[src/rtl/oka_seq_mult.sv]
// oka_seq_mult: sequential odd/even Karatsuba multiplier for binary polynomials
// over GF(2). One H x H carry-less product unit is shared by the even, odd and
// mixed sub-products in three consecutive cycles. A fourth cycle recombines them
// into the unreduced 2N-1 bit product.
//
// Ports:
//   clk   - rising-edge clock
//   rst   - asynchronous active-high reset
//   start - operation request; accepted only while busy=0
//   a, b  - N-bit operands, coefficient i in bit i; captured on accept
//   busy  - high while an operation is in flight (4 cycles)
//   done  - one-cycle pulse; y is valid from this cycle on
//   y     - 2N-1 bit carry-less product, held until the next completion
//
// Handshake: start is a request qualified by busy=0. The edge that sees
// start=1 with busy=0 accepts the operands. Exactly four edges later done
// pulses for one cycle. Requests made while busy=1 are dropped, not queued.
// Because busy is already low in the done cycle, a request held there is
// accepted on the next edge, which gives one product every 5 cycles.
module oka_seq_mult #(
    parameter int N = 59
) (
    input  logic           clk,
    input  logic           rst,
    input  logic           start,
    input  logic [N-1:0]   a,
    input  logic [N-1:0]   b,
    output logic           busy,
    output logic           done,
    output logic [2*N-2:0] y
);

    localparam int H  = (N + 1) / 2;   // half-operand width
    localparam int AW = 2 * H;         // operand width padded to an even count
    localparam int PW = 2 * H - 1;     // half-size product width
    localparam int VW = 4 * H - 1;     // recombination vector width
    localparam int YW = 2 * N - 1;     // output width

    typedef enum logic [2:0] {
        IDLE,
        MUL_E,
        MUL_O,
        MUL_M,
        COMB
    } state_t;

    state_t state, state_next;

    logic          accept;
    logic [AW-1:0] a_pad, b_pad;
    logic [H-1:0]  ae_in, ao_in, be_in, bo_in;
    logic [H-1:0]  ae, ao, be, bo;
    logic [H-1:0]  mul_a, mul_b;
    logic [PW-1:0] prod;
    logic [PW-1:0] pe, po, pm;
    logic [PW-1:0] mid;
    logic [VW-1:0] vec;
    logic [YW-1:0] y_next;

    assign busy   = (state != IDLE);
    assign accept = (state == IDLE) && start;

    // Next-state logic. Only IDLE waits; the product phases always advance.
    always_comb begin
        state_next = state;
        case (state)
            IDLE:    if (start) state_next = MUL_E;
            MUL_E:   state_next = MUL_O;
            MUL_O:   state_next = MUL_M;
            MUL_M:   state_next = COMB;
            COMB:    state_next = IDLE;
            default: state_next = IDLE;
        endcase
    end

    // Even/odd coefficient split. For odd N, zero-extending to an even width
    // supplies the missing top odd coefficient as 0.
    always_comb begin
        a_pad = AW'(a);
        b_pad = AW'(b);
        ae_in = '0;
        ao_in = '0;
        be_in = '0;
        bo_in = '0;
        for (int j = 0; j < H; j++) begin
            ae_in[j] = a_pad[2*j];
            ao_in[j] = a_pad[2*j+1];
            be_in[j] = b_pad[2*j];
            bo_in[j] = b_pad[2*j+1];
        end
    end

    // Operand selection for the shared multiplier, one sub-product per state.
    always_comb begin
        mul_a = ae;
        mul_b = be;
        case (state)
            MUL_O: begin
                mul_a = ao;
                mul_b = bo;
            end
            MUL_M: begin
                mul_a = ae ^ ao;
                mul_b = be ^ bo;
            end
            default: begin
                mul_a = ae;
                mul_b = be;
            end
        endcase
    end

    // The single H x H carry-less multiplier (shift-and-xor).
    always_comb begin
        prod = '0;
        for (int i = 0; i < H; i++) begin
            if (mul_a[i]) prod = prod ^ (PW'(mul_b) << i);
        end
    end

    // Recombination: y = Pe(x^2) ^ x*(Pm^Pe^Po)(x^2) ^ x^2*Po(x^2).
    // For odd N the top two bits of vec are always zero, and the cast to YW drops them.
    always_comb begin
        mid = pm ^ pe ^ po;
        vec = '0;
        for (int k = 0; k < PW; k++) begin
            vec[2*k]   = vec[2*k]   ^ pe[k];
            vec[2*k+1] = vec[2*k+1] ^ mid[k];
            vec[2*k+2] = vec[2*k+2] ^ po[k];
        end
        y_next = YW'(vec);
    end

    always_ff @(posedge clk or posedge rst) begin
        if (rst) begin
            state <= IDLE;
            done  <= 1'b0;
            y     <= '0;
            ae    <= '0;
            ao    <= '0;
            be    <= '0;
            bo    <= '0;
            pe    <= '0;
            po    <= '0;
            pm    <= '0;
        end else begin
            state <= state_next;
            done  <= (state == COMB);
            if (accept) begin
                ae <= ae_in;
                ao <= ao_in;
                be <= be_in;
                bo <= bo_in;
            end
            case (state)
                MUL_E:   pe <= prod;
                MUL_O:   po <= prod;
                MUL_M:   pm <= prod;
                COMB:    y  <= y_next;
                default: ;
            endcase
        end
    end

endmodule

[config.mk]
export PLATFORM = sky130hd
export DESIGN_NAME = oka_seq_mult
export DESIGN_NICKNAME = d
export VERILOG_FILES = /design/src/rtl/oka_seq_mult.sv
export SDC_FILE = /design/constraint.sdc
export NUM_CORES = 2
export LEC_CHECK = 0
export BUFFER_PORTS_ARGS = -buffer_cell sky130_fd_sc_hd__buf_2
export CAP_MARGIN = 10
export CORE_ASPECT_RATIO = 0.75
export CORE_MARGIN = 4
export CORE_UTILIZATION = 50
export DETAILED_ROUTE_END_ITERATION = 8
export PLACE_DENSITY = 0.71
export SETUP_SLACK_MARGIN = 0.5
export SYNTH_ARGS = -nofsm -noshare
export SYNTH_HDL_FRONTEND = slang
export SYNTH_SLANG_ARGS = --single-unit
[constraint.sdc]
create_clock -name clk -period 14.2 [get_ports clk]
set_input_delay 1.42 -clock clk [delete_from_list [all_inputs] [get_ports clk]]
set_output_delay 1.42 -clock clk [all_outputs]
set_load 0.02 [all_outputs]
==> impl_metrics.env <==
export IMPL_path_class="reg2reg"
export IMPL_hold_depth=2
export IMPL_grt_pass1_vias=24031
export IMPL_min_period_ns=5.008
export IMPL_crit_fanout=92
export IMPL_ff2ff_path_depth=11
export IMPL_clk_pin_slew_ns=0.06
export IMPL_clock_latency_ns=0.60
export IMPL_syn_instance_count=3646
export IMPL_finalClockSkew_ns=0.02141
export IMPL_avgSynthCellArea_sq_um=8.198
export IMPL_max_freq_mhz=199.7
export IMPL_async_flop_share_pct=100.0
export IMPL_tightestPinTransition_ns=1.137
export IMPL_drive_gt1_share_pct=14.72
export IMPL_slowest_stage="nor2_4"
export IMPL_drv_slew=0
export IMPL_grt_use_total_pct=26.00
export IMPL_timing_rr_start="state[2]$_DFFE_PP0P_"
export IMPL_report_final_hold_viol_count=0
export IMPL_hpwl_mm=50.34
export IMPL_start_util_pct=50.61
export IMPL_place_area_sq_mm=0.03131
export IMPL_clock_root_buffer="clkbuf_16"
export IMPL_drc_errors=0
export IMPL_synthesis_nets=3767
export IMPL_relSlewSlack_pct=24.22
export IMPL_synth_area_leaders="dfrtp_1, xnor2_1, nand2_1"
export IMPL_wl_mm=84.92
export IMPL_ctsResizeCount=0
export IMPL_synth_main_ff_cell="dfrtp_1"
export IMPL_synth_edff_count=0
export IMPL_finalSetupTns_ns=0
export IMPL_num_io_pins=240
export IMPL_grt_antenna_before_repair=1
export IMPL_ys_ff_latch=414
export IMPL_gp_routability_congestion=0.8305
export IMPL_synthesis_area_sq_mm=0.02989
export IMPL_drv_cap=0
export IMPL_nNetsFinal=3812
export IMPL_cts_tree="yes"
export IMPL_worstPathRequired_ns=14.64
export IMPL_ys_types=34
export IMPL_ant_nets=0
export IMPL_die_h_um=219.7
export IMPL_grt_pass1_wl_mm=133.8
export IMPL_postCtsSetupBuffers=0
export IMPL_wl_per_cell_um=18.81
export IMPL_dieArea_sq_mm=0.06379
export IMPL_clk_path_buf_depth=3
export IMPL_first_iter_violations=2484
export IMPL_path_cells="nand3b_1 -> buf_4 -> o22ai_1 -> nor2_4 -> nand2_1 -> xnor2_1 -> xnor2_1 -> xnor3_1 -> xnor3_1 -> xor2_1 -> o21ai_1"
export IMPL_synth_largest_area_cell="dfrtp_1"
export IMPL_die_x_um=290.3
export IMPL_hp_class="reg2reg"
export IMPL_htreeDepth=2
export IMPL_status="completed"
export IMPL_grt_max_degree=141
export IMPL_row_count=77
export IMPL_cp_start_kind="flip-flop"
export IMPL_min_to="y[63]$_DFFE_PP0P_"
export IMPL_rsz0062_at_grt="no"
export IMPL_yosysSeqAreaShare_pct=34.66
export IMPL_cts_hold_buf=0
export IMPL_synth_top_area_share_pct=34.66
export IMPL_drt_pass1_iterations=6
export IMPL_cts_buffers=43
export IMPL_reg2reg_slack_ns=9.19
export IMPL_synth_warnings=0
export IMPL_cp_arrival_ns=5.45
export IMPL_worst_setup_path_end_kind="flip-flop"
export IMPL_r2r_end="pm[33]$_DFFE_PP0N_"
export IMPL_gr_total_overflow=0
export IMPL_via_count=24576
export IMPL_clkSinkCount=414
export IMPL_core_area_sq_mm=0.05906
export IMPL_critPathMaxStageDelay_ns=0.87
export IMPL_hp_start="y[63]$_DFFE_PP0P_"
export IMPL_design_area_sq_mm=0.03271
export IMPL_min_period_over_period_pct=35.27
export IMPL_setup_viol=0
export IMPL_area_growth_pct=9.448
export IMPL_vias_per_cell=5.444
export IMPL_io_buffers=239
[cells by family after synthesis]
family,after synthesis,synth area share (%)
AND/OR/NAND/NOR,1362,17.82
XOR/XNOR,1010,29.94
multiplexers,118,4.446
buffers and inverters,289,5.023
flip-flops,414,34.66
AO/OA/AOI/OAI,453,8.109
[cells in the final DEF (no fill, tap or decap), types with 50 or more instances in the layout]
cell     count
o22ai_1     50
nor2_1      62
o21ai_0    226
xor2_1     256
mux2_2     118
nand2_1   1171
xnor2_1    746
buf_2      239
a21oi_1    106
dfrtp_1    414
[worst max-delay path by stage]
stage / startpoint / to / slack (ns)
finish: state[2]$_DFFE_PP0P_ / pm[33]$_DFFE_PP0N_ / 9.19
global route: state[2]$_DFFE_PP0P_ / pm[33]$_DFFE_PP0N_ / 8.96
CTS: state[2]$_DFFE_PP0P_ / pm[41]$_DFFE_PP0N_ / 9.39
detailed placement: rst / pm[27]$_DFFE_PP0N_ / 9.36
global placement: rst / pm[27]$_DFFE_PP0N_ / 9.37
floorplan: rst / ae[0]$_DFFE_PP0P_ / 1.26
[critical path: cells and delay by family, from the launching register on]
kind,cells,cell delay (ns)
and+or+nand+nor,3,1.57
DFF,1,0.52
xor gates and xnor gates,5,1.49
buffers and inverters,1,0.81
AOI/OAI and AO/OA,2,0.35
[cells in the mapped netlist, types with 16 or more instances]
| cell | number |
|---|---|
| nor2b_1 | 22 |
| dfrtp_1 | 414 |
| buf_6 | 34 |
| o21ai_0 | 226 |
| o21ai_1 | 32 |
| buf_2 | 114 |
| o22ai_1 | 50 |
| and3_1 | 16 |
| clkbuf_1 | 99 |
| buf_1 | 33 |
| a21oi_1 | 113 |
| xor2_1 | 256 |
| nand2_1 | 1172 |
| xnor2_1 | 746 |
| nor2_1 | 113 |
| mux2_2 | 118 |
| a21boi_0 | 21 |
| nor3b_1 | 21 |
[final cells by class]
type                       instances  area (sq um)
fill                            5353         26350
clock inverter                    18         195.2
clock buffer                      59          1206
antenna                            1         2.502
timing repair buffer             285          1541
tap                              790         988.4
inverter                           4         25.02
sequential                       414         10360
multi-input combinational       2943         18390
[registers in the layout (all words and copies together) (netlist names), 29 cells and up]
signal / flops
ae: 30
be: 30
pm: 58
po: 58
ao: 29
y: 117
pe: 59
bo: 29
[metrics by stage]
stage               hold slack [ns]  util [%]  cells  setup WS, ns
finish                       0.4749     55.39   4514         9.192
global route                 0.4980     55.39   4514         8.964
CTS                          0.4801     55.39   4513         9.393
detailed placement           0.4667     53.01   4436         9.356
global placement             0.4570     53.01   4436         9.366
floorplan                    0.4692         -   3646         1.259
[layer usage]
layer,wire length (um),part of all wire [%],vias up,GRT usage [%]
met3,7883,9.3,279,4.584
met2,38450,45,1131,42.54
met4,3043,3.6,0,9.748
li1,-,-,11543,-
met1,35540,42,11623,34.79
met5,0,0,-,0
Power is left out: the tool's default activity adds up to more than one toggle a clock period on the data nets, which glitch-free logic cannot reach.
